$ cat config.mk
export PLATFORM = sky130hd
export DESIGN_NAME = fifo_access_ctrl
export DESIGN_NICKNAME = d
export VERILOG_FILES = /design/src/rtl/fifo_ctrl_pkg.sv /design/src/rtl/rr_arb2.sv /design/src/rtl/fifo_access_ctrl.sv
export SDC_FILE = /design/constraint.sdc
export NUM_CORES = 1
export LEC_CHECK = 0
export ABC_AREA = 1
export ABC_CLOCK_PERIOD_IN_PS = 2750
export CAP_MARGIN = 25
export CORE_UTILIZATION = 25
export DETAILED_ROUTE_END_ITERATION = 7
export DONT_BUFFER_PORTS = 1
export PLACE_DENSITY_LB_ADDON = 0.08
export SYNTH_ARGS = -nofsm -noshare
export SYNTH_HDL_FRONTEND = slang
export SYNTH_HIERARCHICAL = 1
export SYNTH_SLANG_ARGS = --single-unit
$ cat constraint.sdc
create_clock -name clk -period 2.75 [get_ports clk]
set_input_delay 0.55 -clock clk [delete_from_list [all_inputs] [get_ports clk]]
set_output_delay 0.55 -clock clk [all_outputs]
set_load 0.01 [all_outputs]
$ cat src/rtl/fifo_ctrl_pkg.sv
// Shared parameters and read-sequencer state encoding for the FIFO access controller.
package fifo_ctrl_pkg;

    localparam int DATA_W = 8;
    localparam int DEPTH  = 16;
    localparam int CNT_W  = 5;

    typedef enum logic [1:0] {
        R_IDLE    = 2'd0,
        R_ISSUE   = 2'd1,
        R_CAPTURE = 2'd2
    } rd_state_t;

endpackage

$ cat src/rtl/rr_arb2.sv
// Two-requester round-robin arbiter; grant is combinational, the last-winner pointer is registered.
module rr_arb2 (
    input  logic       clk,
    input  logic       rst,
    input  logic       enable,
    input  logic [1:0] elig,
    output logic [1:0] grant
);

    // last = 1 means requester 1 won most recently, so requester 0 wins a tie
    logic last;

    always_comb begin
        grant = 2'b00;
        if (enable) begin
            if (elig == 2'b11) begin
                grant = last ? 2'b01 : 2'b10;
            end else begin
                grant = elig;
            end
        end
    end

    always_ff @(posedge clk or posedge rst) begin
        if (rst) begin
            last <= 1'b1;
        end else if (grant[0]) begin
            last <= 1'b0;
        end else if (grant[1]) begin
            last <= 1'b1;
        end
    end

endmodule

$ cat src/rtl/fifo_access_ctrl.sv
// Shares one FIFO between two write producers and one read consumer; tracks occupancy
// and drives the FIFO strobes from registers.
import fifo_ctrl_pkg::*;

module fifo_access_ctrl (
    input  logic              clk,
    input  logic              rst,
    input  logic              p0_req,
    input  logic [DATA_W-1:0] p0_data,
    output logic              p0_ack,
    input  logic              p1_req,
    input  logic [DATA_W-1:0] p1_data,
    output logic              p1_ack,
    input  logic              c_req,
    output logic              c_valid,
    output logic [DATA_W-1:0] c_data,
    output logic              fifo_wr,
    output logic [DATA_W-1:0] fifo_din,
    output logic              fifo_rd,
    input  logic [DATA_W-1:0] fifo_dout,
    output logic [CNT_W-1:0]  count,
    output logic              full,
    output logic              empty,
    output rd_state_t         rd_state
);

    // Handshakes: a requester holds req (and its data) until it sees a one-cycle
    // ack/c_valid pulse; a req still high while ack is high is not a new request.
    logic [1:0]       elig;
    logic [1:0]       grant;
    logic             wr_allow;
    logic             rd_issue;
    logic             capture;
    logic [CNT_W-1:0] count_next;
    rd_state_t        state_q;
    rd_state_t        state_d;

    assign elig     = {p1_req & ~p1_ack, p0_req & ~p0_ack};
    assign wr_allow = (count != CNT_W'(DEPTH));
    assign rd_state = state_q;

    rr_arb2 u_arb (
        .clk    (clk),
        .rst    (rst),
        .enable (wr_allow),
        .elig   (elig),
        .grant  (grant)
    );

    always_comb begin
        state_d  = state_q;
        rd_issue = 1'b0;
        capture  = 1'b0;
        case (state_q)
            R_IDLE: begin
                if (c_req && !c_valid && (count != '0)) begin
                    rd_issue = 1'b1;
                    state_d  = R_ISSUE;
                end
            end
            R_ISSUE: begin
                state_d = R_CAPTURE;
            end
            R_CAPTURE: begin
                capture = 1'b1;
                state_d = R_IDLE;
            end
            default: begin
                state_d = R_IDLE;
            end
        endcase
    end

    always_ff @(posedge clk or posedge rst) begin
        if (rst) begin
            state_q <= R_IDLE;
        end else begin
            state_q <= state_d;
        end
    end

    // Both blocking conditions look at the current count, so this never wraps.
    assign count_next = count + CNT_W'(grant[0] | grant[1]) - CNT_W'(rd_issue);

    always_ff @(posedge clk or posedge rst) begin
        if (rst) begin
            p0_ack   <= 1'b0;
            p1_ack   <= 1'b0;
            fifo_wr  <= 1'b0;
            fifo_din <= '0;
            fifo_rd  <= 1'b0;
            c_valid  <= 1'b0;
            c_data   <= '0;
            count    <= '0;
            full     <= 1'b0;
            empty    <= 1'b1;
        end else begin
            p0_ack  <= grant[0];
            p1_ack  <= grant[1];
            fifo_wr <= grant[0] | grant[1];
            if (grant[0]) begin
                fifo_din <= p0_data;
            end else if (grant[1]) begin
                fifo_din <= p1_data;
            end
            fifo_rd <= rd_issue;
            c_valid <= capture;
            if (capture) begin
                c_data <= fifo_dout;
            end
            count <= count_next;
            full  <= (count_next == CNT_W'(DEPTH));
            empty <= (count_next == '0);
        end
    end

endmodule

==> flow_metrics.tcl <==
set metrics [dict create \
    clock_path_buffers 2 \
    yosys_warnings 6 \
    finalSetupViolCount 0 \
    syn-num-nets 207 \
    grt-busiest-layer "met1" \
    ys_seq_elements 31 \
    antennaDiodeCount 0 \
    rows 27 \
    critPathMaxFanout 3 \
    endpoint_kind "flip-flop" \
    r2r-end "full" \
    nNetsFinal 221 \
    use_met3 0.0477 \
    worstSetupStartpointType "flip-flop" \
    drt_iter0_drc 34 \
    die_h_um 78.5 \
    tns_ns 0 \
    reg2reg_depth 13 \
    switching_share 0.433 \
    gr-total-overflow 0 \
    p_leak_nw 0.911 \
    worst_pin_slew_ns 0.624 \
    p_int_w 0.00140 \
    wl_per_cell_um 12.6 \
    syn_area_per_cell_um2 8.56 \
    initial_core_util 0.263 \
    cts_tree "yes" \
    period_share 0.934 \
    io_pins 59 \
    status "finished, final reports clean" \
    r2r_start "count[0]" \
    dp_hpwl_um 2540 \
    clockRootBuffer "clkbuf_8" \
    route.vias.total 1087 \
    first_global_vias 1004 \
    core_mm2 0.00557 \
    met2_usage 0.143 \
    syn_inst 171 \
    grt_pass1_wl_um 5110 \
    slew_viol_final 0 \
    synth_top_cell_by_area "dfrtp_1" \
    portBuffers 0 \
    cts.clk_slew.worst_paths_ns 0.07 \
    slew-limit-headroom 0.584 \
    reg2reg_slack_ns 0.18 \
    synthTopCellsByCount "nand2_1, dfrtp_1, inv_1" \
    clock_latency_ns 0.28 \
    pwr-share-seq 0.370 \
    fin_crit_ns 2.57 \
    p_switching_w 0.00107 \
    powerDensity_mw_per_mm2 1410 \
    avgViaCountPerCell 4.21 \
    synth.top_cell.area_share 0.496 \
    ys_types 19 \
    clock-sinks 31 \
    hold_viol 0 \
    routed_wl_um 3250 \
    drive_above_1_share 0.237 \
    async_reset_ff_frac 1.00 \
    cp.arrival_ns 2.78 \
    fin_cells 258 \
    drc_errors 0 \
    hold_buffers 0 \
    first_pass_iters 4 \
    syn_area_mm2 0.00146 \
    ys.flop_type "dfrtp_1" \
    grt_max_degree 17 \
    drtAntennaViolNets 0 \
    finalClockSkew_ns 0.00588 \
    dp_cells 249 \
    synth_enable_flop_cells 0 \
    drv_cap 0 \
    chipWidth_um 78.5 \
    path_class "reg -> reg" \
    synth_area_leaders "dfrtp_1, nand2_1, ha_1, inv_1, nand3_1" \
    gp_congestion 0.763 \
    cts-buffers-inserted 5 \
    area_growth_pct 20.1 \
    fill_cells 578 \
    peakVddDrop_uv 401 \
    clkPwrFrac 0.189 \
    grt_use_met1 0.158 \
    dieArea_mm2 0.00617 \
    cts_max_level 2 \
    p_comb_frac 0.442 \
    max_freq_ghz 0.389 \
    hold_path.class "in -> async" \
    antenna_found_initial 0 \
    crit_required_ns 2.96 \
    yosysMostFrequentCell "nand2_1" \
    seq_area_frac_synth 0.532 \
    grt_util_all_layers 0.112 \
]
-- critical path: stages, from the launching register on --
cell and delay (ns):
dfrtp_1 0.48, inv_1 0.09, nand4_1 0.12, nand2_1 0.09
a21oi_2 0.21, nor2_4 0.05, ha_1 0.28, inv_2 0.04
ha_4 0.15, fa_1 0.46, or2_4 0.25, nor2_4 0.10
nand3_2 0.08, nor2_2 0.09
-- metal layers --
metal	vias to the layer above	routed length, um
met5	-	0
met3	7	300
li1	547	-
met4	0	48
met2	39	1350
met1	494	1540
-- per-stage QoR --
step | util | setup WS, ns | instance area, um^2 | hold slack, ns | power (W)
detailed placement | 0.290 | -0.00596 | 1610 | 0.443 | 0.00199
finish | 0.315 | 0.182 | 1760 | 0.151 | 0.00247
global route | 0.315 | -0.00217 | 1760 | 0.133 | 0.00271
global placement | 0.290 | 0.0619 | 1610 | 0.444 | 0.00198
CTS | 0.311 | 0.0463 | 1730 | 0.139 | 0.00248
floorplan | - | 0.0135 | 1480 | 0.440 | 0.00170
-- sequential cells by signal (all words and copies together), names as in the netlist --
| name | count |
|---|---|
| c_data | 8 |
| c_valid | 1 |
| count | 5 |
| empty | 1 |
| fifo_din | 8 |
| fifo_rd | 1 |
| fifo_wr | 1 |
| full | 1 |
| p0_ack | 1 |
| p1_ack | 1 |
| rd_state | 2 |
| u_arb/last | 1 |
-- cell usage in the layout (no fill, tap or decap), types with 2 or more instances in the layout --
cell / instances
dfstp_2: 2
nand2_2: 4
nand3_2: 2
nand3_1: 13
buf_4: 8
nor2_2: 2
ha_1: 4
ha_4: 2
inv_1: 16
nand2_1: 71
clkbuf_8: 6
dfrtp_1: 29
nor2_4: 4
nor2_1: 4
inv_2: 9
-- layout make-up --
cell class,count,area (um^2),area share
clock buffer,6,82.6,0.0470
clock inverter,2,35.0,0.0199
inverter,25,93.8,0.0534
multi-input combinational,114,618,0.352
sequential,31,778,0.443
tap,72,90.1,0.0512
timing repair buffer,8,60.1,0.0342
-- worst max-delay path by stage --
| stage | slack (ns) | startpoint | cells past startpoint | end |
|---|---|---|---|---|
| floorplan | 0.01 | count[3] | 17 | full |
| global placement | 0.06 | p1_req | 13 | full |
| detailed placement | -0.006 | p1_req | 13 | full |
| CTS | 0.05 | count[3] | 14 | full |
| global route | -0.002 | count[2] | 16 | full |
| finish | 0.18 | count[0] | 13 | full |
-- logic make-up after synthesis --
group	share of synthesized area
buffers and inverters	0.0692
adder cells (fa/ha/maj)	0.0650
AND/OR/NAND/NOR	0.324
flip-flops	0.532
AO/OA/AOI/OAI	0.0103
-- what timing repair did --
item,in CTS,in global routing
setup buffers,0,1
endpoints found under the setup margin,0,3
resized for setup,0,5
-- power by group through the flow --
| stage | clock, W | combinational [W] | sequential [W] |
|---|---|---|---|
| after floorplan | 0 | 0.000805 | 0.000895 |
| final | 0.000466 | 0.00109 | 0.000914 |
| after detailed placement | 0 | 0.00108 | 0.000916 |
| after global routing | 0.000507 | 0.00126 | 0.000941 |
| after global placement | 0 | 0.00106 | 0.000918 |
| after CTS | 0.000487 | 0.00108 | 0.000911 |
(Power assumes the default switching activity.)
